### src/rtl/spec_pkg.sv
// Shared types and width helpers for the spectrum framing controller.
// Holds the framer state encoding and magnitude/bin width functions.
package spec_pkg;

   typedef enum logic [1:0] {
      ST_IDLE = 2'd0,
      ST_RUN  = 2'd1,
      ST_LAST = 2'd2
   } frm_state_t;

   // re^2 + im^2 needs one bit more than a single square
   function automatic int mag_w(input int fft_w);
      return 2 * fft_w + 1;
   endfunction

   function automatic int sq_w(input int fft_w);
      return 2 * fft_w;
   endfunction

   function automatic int bin_w(input int fft_len);
      return $clog2(fft_len);
   endfunction

endpackage

### src/rtl/spec_mag_sq.sv
// Two-stage |X|^2 pipeline: squares, then sum.
// Framing bits travel alongside so they stay aligned with the data.
module spec_mag_sq
   import spec_pkg::*;
#(
   parameter int FFT_W = 12
) (
   input  logic                      clk,
   input  logic                      rst_n,
   input  logic                      in_valid,
   input  logic                      in_sop,
   input  logic                      in_eop,
   input  logic signed [FFT_W-1:0]   in_re,
   input  logic signed [FFT_W-1:0]   in_im,
   output logic                      out_valid,
   output logic                      out_sop,
   output logic                      out_eop,
   output logic [mag_w(FFT_W)-1:0]   out_mag
);

   localparam int SQ_W = sq_w(FFT_W);

   logic signed [SQ_W-1:0] re_x;
   logic signed [SQ_W-1:0] im_x;
   logic [SQ_W-1:0]        re_sq;
   logic [SQ_W-1:0]        im_sq;
   logic                   v1;
   logic                   s1;
   logic                   e1;

   // widen before multiplying so -2^(W-1) squared cannot wrap
   assign re_x = {{FFT_W{in_re[FFT_W-1]}}, in_re};
   assign im_x = {{FFT_W{in_im[FFT_W-1]}}, im_x_lo()};

   function automatic logic [FFT_W-1:0] im_x_lo();
      return in_im;
   endfunction

   // stage 1: squares plus delayed framing
   always_ff @(posedge clk or negedge rst_n) begin
      if (!rst_n) begin
         re_sq <= '0;
         im_sq <= '0;
         v1    <= 1'b0;
         s1    <= 1'b0;
         e1    <= 1'b0;
      end else begin
         re_sq <= unsigned'(re_x * re_x);
         im_sq <= unsigned'(im_x * im_x);
         v1    <= in_valid;
         s1    <= in_sop;
         e1    <= in_eop;
      end
   end

   // stage 2: sum of squares plus delayed framing
   always_ff @(posedge clk or negedge rst_n) begin
      if (!rst_n) begin
         out_mag   <= '0;
         out_valid <= 1'b0;
         out_sop   <= 1'b0;
         out_eop   <= 1'b0;
      end else begin
         out_mag   <= {1'b0, re_sq} + {1'b0, im_sq};
         out_valid <= v1;
         out_sop   <= s1;
         out_eop   <= e1;
      end
   end

endmodule

### src/rtl/spec_frame_ctrl.sv
// ADC-to-FFT framer with overrun detect and FFT magnitude stream.
// Optional per-frame peak search is built when SPEC_PEAK_EN is defined.
module spec_frame_ctrl
   import spec_pkg::*;
#(
   parameter int ADC_W   = 10,
   parameter int FFT_W   = 12,
   parameter int FFT_LEN = 1024,
   parameter int BIN_W   = $clog2(FFT_LEN)
) (
   input  logic                      sys_clk,
   input  logic                      sys_rst_n,
   input  logic                      frm_en,
   input  logic [ADC_W-1:0]          adc_data,
   input  logic                      adc_valid,
   input  logic                      sink_ready,
   output logic                      sink_valid,
   output logic                      sink_sop,
   output logic                      sink_eop,
   output logic signed [FFT_W-1:0]   sink_real,
   input  logic                      src_valid,
   input  logic                      src_sop,
   input  logic                      src_eop,
   input  logic signed [FFT_W-1:0]   src_real,
   input  logic signed [FFT_W-1:0]   src_imag,
   output logic                      mag_valid,
   output logic                      mag_sop,
   output logic                      mag_eop,
   output logic [mag_w(FFT_W)-1:0]   mag_data,
   output logic [BIN_W-1:0]          mag_bin,
   output logic                      peak_valid,
   output logic [BIN_W-1:0]          peak_bin,
   output logic [mag_w(FFT_W)-1:0]   peak_mag,
   output logic                      ovr_flag,
   input  logic                      ovr_clr
);

   localparam int MAG_W = mag_w(FFT_W);
   localparam logic [BIN_W-1:0] LAST_IDX = BIN_W'(FFT_LEN - 1);
   localparam logic [BIN_W-1:0] PRE_LAST = BIN_W'(FFT_LEN - 2);

   logic [ADC_W-1:0] adc_flip;
   logic [FFT_W-1:0] conv_w;
   logic             conv_valid;
   logic [FFT_W-1:0] conv_data;

   frm_state_t       state;
   frm_state_t       state_nxt;
   logic             hold_valid;
   logic [FFT_W-1:0] hold_data;
   logic [BIN_W-1:0] xfer_cnt;
   logic             hs;
   logic             hold_free;
   logic             load;
   logic             drop;

   logic [BIN_W-1:0] bin_nxt;

   // offset-binary to two's complement is an MSB flip
   assign adc_flip = {~adc_data[ADC_W-1], adc_data[ADC_W-2:0]};

   if (FFT_W >= ADC_W + 1) begin : g_sext
      assign conv_w = {{(FFT_W-ADC_W){adc_flip[ADC_W-1]}}, adc_flip};
   end else begin : g_trunc
      $warning("spec_frame_ctrl: FFT_W < ADC_W+1, sample MSBs truncated");
      assign conv_w = adc_flip[FFT_W-1:0];
   end

   // conversion register: one cycle from strobe to framer
   always_ff @(posedge sys_clk or negedge sys_rst_n) begin
      if (!sys_rst_n) begin
         conv_valid <= 1'b0;
         conv_data  <= '0;
      end else begin
         conv_valid <= adc_valid;
         if (adc_valid) begin
            conv_data <= conv_w;
         end
      end
   end

   assign hs        = hold_valid && sink_ready;
   assign hold_free = !hold_valid || sink_ready;

   // framer next state and holding-register load/drop decisions
   always_comb begin
      state_nxt = state;
      load      = 1'b0;
      drop      = 1'b0;
      unique case (state)
         ST_IDLE: begin
            if (conv_valid && frm_en && sink_ready) begin
               load      = 1'b1;
               state_nxt = ST_RUN;
            end
         end
         ST_RUN: begin
            if (conv_valid) begin
               load = hold_free;
               drop = !hold_free;
            end
            if (hs && xfer_cnt == PRE_LAST) begin
               state_nxt = ST_LAST;
            end
         end
         ST_LAST: begin
            if (!hold_valid) begin
               load = conv_valid;
            end else if (hs) begin
               state_nxt = frm_en ? ST_RUN : ST_IDLE;
               load      = conv_valid && frm_en;
            end else begin
               drop = conv_valid;
            end
         end
         default: begin
            state_nxt = ST_IDLE;
         end
      endcase
   end

   // framer state, holding register and transfer counter
   always_ff @(posedge sys_clk or negedge sys_rst_n) begin
      if (!sys_rst_n) begin
         state      <= ST_IDLE;
         hold_valid <= 1'b0;
         hold_data  <= '0;
         xfer_cnt   <= '0;
      end else begin
         state <= state_nxt;
         if (load) begin
            hold_valid <= 1'b1;
            hold_data  <= conv_data;
         end else if (hs) begin
            hold_valid <= 1'b0;
         end
         if (hs) begin
            xfer_cnt <= (xfer_cnt == LAST_IDX) ? '0
                                               : xfer_cnt + BIN_W'(1);
         end
      end
   end

   assign sink_valid = hold_valid;
   assign sink_real  = hold_data;
   assign sink_sop   = hold_valid && (xfer_cnt == '0);
   assign sink_eop   = hold_valid && (xfer_cnt == LAST_IDX);

   // sticky overrun; a new drop outranks a simultaneous clear
   always_ff @(posedge sys_clk or negedge sys_rst_n) begin
      if (!sys_rst_n) begin
         ovr_flag <= 1'b0;
      end else if (drop) begin
         ovr_flag <= 1'b1;
      end else if (ovr_clr) begin
         ovr_flag <= 1'b0;
      end
   end

   spec_mag_sq #(
      .FFT_W (FFT_W)
   ) u_mag (
      .clk       (sys_clk),
      .rst_n     (sys_rst_n),
      .in_valid  (src_valid),
      .in_sop    (src_sop),
      .in_eop    (src_eop),
      .in_re     (src_real),
      .in_im     (src_imag),
      .out_valid (mag_valid),
      .out_sop   (mag_sop),
      .out_eop   (mag_eop),
      .out_mag   (mag_data)
   );

   assign mag_bin = (!mag_valid || mag_sop) ? '0 : bin_nxt;

   // bin index for the next magnitude sample
   always_ff @(posedge sys_clk or negedge sys_rst_n) begin
      if (!sys_rst_n) begin
         bin_nxt <= '0;
      end else if (mag_valid) begin
         if (mag_sop) begin
            bin_nxt <= BIN_W'(1);
         end else begin
            bin_nxt <= (bin_nxt == LAST_IDX) ? '0
                                             : bin_nxt + BIN_W'(1);
         end
      end
   end

`ifdef SPEC_PEAK_EN

   logic             first_pend;
   logic [MAG_W-1:0] best_mag;
   logic [BIN_W-1:0] best_bin;
   logic             take;
   logic [MAG_W-1:0] base_mag;
   logic [BIN_W-1:0] base_bin;
   logic [MAG_W-1:0] cand_mag;
   logic [BIN_W-1:0] cand_bin;

   // running maximum including the current sample; DC never competes
   always_comb begin
      take     = 1'b0;
      base_mag = best_mag;
      base_bin = best_bin;
      if (mag_sop) begin
         base_mag = '0;
         base_bin = '0;
      end
      if (mag_valid && !mag_sop) begin
         take = first_pend || (mag_data > best_mag);
      end
      cand_mag = take ? mag_data : base_mag;
      cand_bin = take ? mag_bin  : base_bin;
   end

   // per-frame tracker and held peak result
   always_ff @(posedge sys_clk or negedge sys_rst_n) begin
      if (!sys_rst_n) begin
         first_pend <= 1'b1;
         best_mag   <= '0;
         best_bin   <= '0;
         peak_valid <= 1'b0;
         peak_bin   <= '0;
         peak_mag   <= '0;
      end else begin
         peak_valid <= mag_valid && mag_eop;
         if (mag_valid) begin
            best_mag <= cand_mag;
            best_bin <= cand_bin;
            if (mag_sop) begin
               first_pend <= 1'b1;
            end else if (take) begin
               first_pend <= 1'b0;
            end
            if (mag_eop) begin
               peak_mag <= cand_mag;
               peak_bin <= cand_bin;
            end
         end
      end
   end

`else

   assign peak_valid = 1'b0;
   assign peak_bin   = '0;
   assign peak_mag   = '0;

`endif

endmodule

### config.mk
export PLATFORM = sky130hd
export DESIGN_NAME = spec_frame_ctrl
export DESIGN_NICKNAME = d
export VERILOG_FILES = /design/src/rtl/spec_pkg.sv /design/src/rtl/spec_mag_sq.sv /design/src/rtl/spec_frame_ctrl.sv
export SDC_FILE = /design/constraint.sdc
export NUM_CORES = 1
export LEC_CHECK = 0
export BUFFER_PORTS_ARGS = -buffer_cell sky130_fd_sc_hd__buf_4
export CAP_MARGIN = 40
export CORE_MARGIN = 4
export CORE_UTILIZATION = 50
export DETAILED_ROUTE_END_ITERATION = 6
export PLACE_DENSITY = 0.71
export RECOVER_POWER = 25
export SLEW_MARGIN = 25
export SYNTH_ARGS = -nofsm -noshare
export SYNTH_HDL_FRONTEND = slang
export SYNTH_SLANG_ARGS = --single-unit
### constraint.sdc
create_clock -name sys_clk -period 2.4 [get_ports sys_clk]
set_clock_uncertainty 0.15 [all_clocks]
set_input_delay 0 -clock sys_clk [delete_from_list [all_inputs] [get_ports sys_clk]]
set_output_delay 0 -clock sys_clk [all_outputs]
set_load 0.005 [all_outputs]
# Word level (Yosys, flattened, before mapping)
# Cells that the tools add are included.
# totals
out_inout_bits,90
register_bits,124
input_bits,43
# classes
multipliers,2
add_sub_neg,3
n_mux,23
n_reduce_logical,16
eq_ne,9
n_bitwise,1
# op_table
op,n
multiplier 12 x 12 -> 24 bit,2
two-way mux 10 bit,4
"== test 10 bit, second input constant",3
adder 24 x 24 -> 25 bit,1
"adder 10 x 1 -> 10 bit, second input constant",2
two-way mux 1 bit,12
zero test 10 bit,1
two-way mux 2 bit,4
"!= test 2 bit, second input constant",4
logical AND 1 bit,6
case mux 2 bit (3 select lines),1
AND reduction 4 bit,1
nonzero test 2 bit,2
zero test 1 bit,3
case mux 1 bit (3 select lines),1
"== test 2 x 1 -> 1 bit, second input constant",1
"== test 2 bit, second input constant",1
zero test 2 bit,1
logical OR 1 bit,2
case mux 1 bit (2 select lines),1
inverter 1 bit,1

# Logic depth before layout (Yosys ltp)
# depth
ltp_word,6
ltp_mapped,23
ltp_nobuf,22

# By module
# Synthesis repeated with hierarchy kept, for this count alone.
# hier_totals
cells_unflattened,1523
area_unflattened_um2,15279.7
# by_module_without_submodules
mod,instances,area_per_inst_um2,cells_per_inst
spec_mag_sq,1,12683.4,1275
spec_frame_ctrl,1,2596.2,248

# Worst setup path after synthesis
# Ideal clock, no wire load.
# synth_timing
kind,input to register
start,in src_imag[8]
end,reg u_mag.im_sq[22]
cell_stages,22
arrival_ps,4811
required_time_ps,2119
path_slack_ps,-2693
cell_sequence,clkbuf_1 > inv_1 > nor2_1 > inv_1 > fa_1 > inv_1 > fa_1 > inv_1 > fa_1 > inv_1 > fa_1 > inv_1 > fa_1 > inv_1 > ha_1 > a21o_1 > a21oi_1 > a31oi_1 > a21oi_1 > o21ai_1 > and4b_1 > or3_1
# synth_via
elab_chain_cells,1
# synth_rtl
item,line,text
from (decl),spec_frame_ctrl.sv:25,"input logic signed [FFT_W-1:0] src_imag,"
multiplier 12 x 12 -> 24 bit,spec_mag_sq.sv:49,im_sq <= unsigned'(im_x * im_x);
to (signal assigned),spec_mag_sq.sv:49,
to (decl),spec_mag_sq.sv:26,logic [SQ_W-1:0] im_sq;
# Every way passes these cells.
# A chain may end at the register's enable or synchronous reset.

# Worst setup path after layout
# layout_timing
start,in src_real[10]
end,reg u_mag.re_sq[23]
# layout_via
elab_chain_cells,1
# layout_rtl
item,line,text
from (decl),spec_frame_ctrl.sv:24,"input logic signed [FFT_W-1:0] src_real,"
multiplier 12 x 12 -> 24 bit,spec_mag_sq.sv:48,re_sq <= unsigned'(re_x * re_x);
to (signal assigned),spec_mag_sq.sv:48,
to (decl),spec_mag_sq.sv:25,logic [SQ_W-1:0] re_sq;
# Every way passes these cells.

==> run_results.csv <==
group,metric,value,unit
placed_design,numPortBuffers,96,
clock_network,clk_path_buf_depth,2,
grt,grt_use_total,21.3,%
timing,finalSetupTns,-52.67,ns
clock_network,cts.sinks,122,
hold_path,hp-class,"in2reg",
power,power_frac_clock,7.3,%
drt,vias,11200,
logic_synthesis,ys_ff_latch,122,
floorplanning,core_area,29600,um2
logic_synthesis,yosys_warnings,0,
power,power_frac_comb,82.5,%
drt,drt-vias-per-instance,4.93,
power,p_total,35.3,mW
setup_path,cp_slowest_stage_delay,0.58,ns
power,swShare,41.6,%
drt,wirelength,33.6,mm
power,peakVddDrop,0.00151,V
logic_synthesis,ys_seq_area_share,20.4,%
drt,drt_iter0_drc,435,
clock_network,cts_tree,"done",
final_layout,num-nets-final,2301,
grt,antenna_found_initial,0,
setup_path,cpMostUsedCell,"fa_1",
final_layout,final_core_util,69.9,%
floorplanning,die_x,181,um
timing,holdWs,0.109,ns
setup_path,cp_cell_sequence,"buf_12, buf_4, and2_4, buf_4, fa_1, fa_1, fa_1, fa_1, fa_1, ha_4, nand3_2, nor2_2, and3_1, a311o_1, a41o_1, o41ai_2, xnor2_1",
floorplanning,ioPinCount,133,
timing,relSlewSlack,26.4,%
setup_path,cp.required,2.57,ns
final_layout,syn_to_final_growth,38.2,%
logic_synthesis,netlist_area,14900,um2
timing,slew_violations,0,
timing,setup_violations,43,
drt,drc,0,
logic_synthesis,synth-main-ff-cell,"dfrtp_1",
clock_network,cts_htree_levels,4,
setup_path,crit_fanout,8,
logic_synthesis,synthTopCellsByArea,"fa_1 33%, dfrtp_1 20%, ha_1 12%",
logic_synthesis,synth_top_area_share,33.2,%
grt,grt_pass1_vias,12600,
floorplanning,die-area,32700,um2
setup_path,reg2reg_slack,-0.21,ns
outcome,violations,"negative setup slack",
setup_path,cp_data_arrival_time,4.54,ns
setup_path,critical_path_class,"in2reg",
placed_design,dp.cells,2167,
hold_path,whs_path_depth,2,
grt,grt_pass1_wl,57.9,mm
logic_synthesis,syn_inst,1491,
floorplanning,initial_utilization,50.6,%
floorplanning,dieHeight,181,um
final_layout,layout.cells.non_filler,2272,
timing,fin_crit,4.37,ns
setup_path,r2r-start,"u_mag.re_sq[9]",
hold_path,min_from,"src_sop",
setup_path,r2r.worst_path.cells,8,
setup_path,cp-start-kind,"input pin",
logic_synthesis,yosysTopAreaCell,"fa_1",
drt,ant_nets,0,
logic_synthesis,avgSynthCellArea,10.0,um2
placed_design,dp_hpwl,25.3,mm
timing,period_share,182,%
setup_path,endpoint_kind,"flop",
power,p_sw,14.7,mW
grt,grt_max_degree,47,
power,p_leak,10.3,nW
drt,detailedRoute.firstPassIterationCount,5,
outcome,status,"complete, but fails checks",
hold_path,min_to,"u_mag.s1",
logic_synthesis,async_flop_share,100,%
logic_synthesis,yosys-top-cells-count,"357 x inv_1, 248 x fa_1, 141 x ha_1, 122 x dfrtp_1, 86 x nand2_1",
drt,wire_per_inst,14.8,um
final_layout,layout-drive-gt1-share,36.8,%
placed_design,gp_congestion,0.886,
timing,rsz0062_at_grt,"yes",
grt,grt_overflow,0,
timing,fmax,0.229,GHz
clock_network,clock_latency,0.41,ns
final_layout,nFillCells,2021,
job,drv_cap,0,
power,internal-power,20.6,mW
final_layout,antenna_cells,0,
logic_synthesis,synthDistinctLibCells,59,
floorplanning,placementRows,63,
clock_network,cts_buffers,17,
clock_network,cts-root-buf,"clkbuf_16",
logic_synthesis,synth_edf_count,0,
setup_path,critPathSlowestCell,"fa_1",
power,p_per_area,1710,nW/um2
power,sequentialPowerShare,10.2,%
clock_network,clk_pin_slew,0.06,ns
timing,final-hold-violation-count,0,
timing,worst_pin_slew,1.10,ns
setup_path,r2r-end,"u_mag.out_mag[24]",
logic_synthesis,synth_most_common_cell,"inv_1",
timing,postLayoutSetupSlackWorst,-1.97,ns
critical path, delay by kind of cell:
kind / cells / cell delay (ns)
AO/OA/AOI/OAI: 3 / 0.87
buffers and inverters: 3 / 0.38
AND/OR/NAND/NOR: 4 / 0.42
adder cells (fa/ha/maj): 6 / 2.70
XOR/XNOR: 1 / 0.15
routing by layer:
metal	share of wire [%]	vias to the layer above	global-route usage (%)	wire length (um)
met5	0	-	0	0
met3	4.6	79	3.72	1550
met2	54	252	39.2	18100
met1	39	5631	25.6	13000
li1	-	5229	-	-
met4	2.7	0	6.11	919
power groups by stage:
stage | Combinational [mW] | Sequential (mW) | Clock (mW)
after floorplan | 16.4 | 3.50 | 0
after global placement | 23.9 | 3.63 | 0
after detailed placement | 24.7 | 3.62 | 0
after CTS | 27.8 | 3.61 | 2.61
after global routing | 32.5 | 3.68 | 2.73
final | 29.1 | 3.61 | 2.57
registers in the layout (all words and copies together), names as in the netlist:
| register | count |
|---|---|
| u_mag.s1 | 1 |
| state | 2 |
| ovr_flag | 1 |
| u_mag.out_valid | 1 |
| u_mag.v1 | 1 |
| u_mag.e1 | 1 |
| conv_valid | 1 |
| u_mag.re_sq | 23 |
| sink_real | 10 |
| u_mag.out_eop | 1 |
| bin_nxt | 10 |
| u_mag.out_sop | 1 |
| conv_data | 10 |
| u_mag.im_sq | 23 |
| xfer_cnt | 10 |
| sink_valid | 1 |
| u_mag.out_mag | 25 |
per-stage QoR:
| stage | worst slack, ns | instance area, um2 |
|---|---|---|
| 2_1_floorplan | -2.27 | 15900 |
| 3_3_place_gp | -2.47 | 18100 |
| 3_5_place_dp | -2.54 | 18100 |
| 4_1_cts | -2.00 | 20200 |
| 5_1_grt | -2.10 | 20700 |
| 6_report | -1.97 | 20700 |
worst max-delay path by stage:
| stage | from | endpoint | cells past startpoint |
|---|---|---|---|
| CTS | src_imag[7] | u_mag.im_sq[22] | 21 |
| finish | src_real[10] | u_mag.re_sq[23] | 17 |
| floorplan | src_imag[11] | u_mag.im_sq[22] | 18 |
| detailed placement | src_imag[4] | u_mag.im_sq[22] | 18 |
| global route | src_imag[7] | u_mag.im_sq[22] | 21 |
| global placement | src_imag[4] | u_mag.im_sq[22] | 22 |
kinds of logic after synthesis:
| kind of cell | after synthesis | synth area share [%] |
|---|---|---|
| AOI/OAI and AO/OA | 136 | 6.13 |
| xor gates and xnor gates | 78 | 4.57 |
| adders and majority gates | 389 | 45.0 |
| buffers and inverters | 425 | 11.6 |
| DFF | 122 | 20.4 |
| muxes | 25 | 1.84 |
| other | 1 | 0.0251 |
| and+or+nand+nor | 315 | 10.4 |
cell usage in the layout, fill, tap and decap left out, types with 23 or more instances in the layout:
cell,instances
and2_4,45
ha_1,89
buf_6,31
nor2_1,55
clkbuf_4,27
inv_1,299
buf_4,261
fa_2,23
nand2_1,68
xnor2_1,44
dlygate4sd3_1,26
ha_4,45
conb_1,36
and2_1,37
fa_1,225
dfrtp_1,122
inv_2,52
final cells by class:
| class | instances | area [um2] | area share (%) |
|---|---|---|---|
| timing repair buffer | 391 | 3510 | 17.0 |
| inverter | 358 | 1370 | 6.65 |
| sequential | 122 | 3050 | 14.8 |
| clock buffer | 19 | 433 | 2.10 |
| tap | 390 | 488 | 2.36 |
| clock inverter | 13 | 166 | 0.806 |
| multi-input combinational | 979 | 11600 | 56.3 |
what timing repair did:
action	CTS	global route
pin swaps	144	77
buffers inserted	45	18
hold buffers	26	0
endpoints found under the setup margin	47	50
endpoints found under the hold margin	145	0
gates resized for setup	219	86
gates cloned	7	0
No activity file was read; power rests on OpenSTA's default activity.
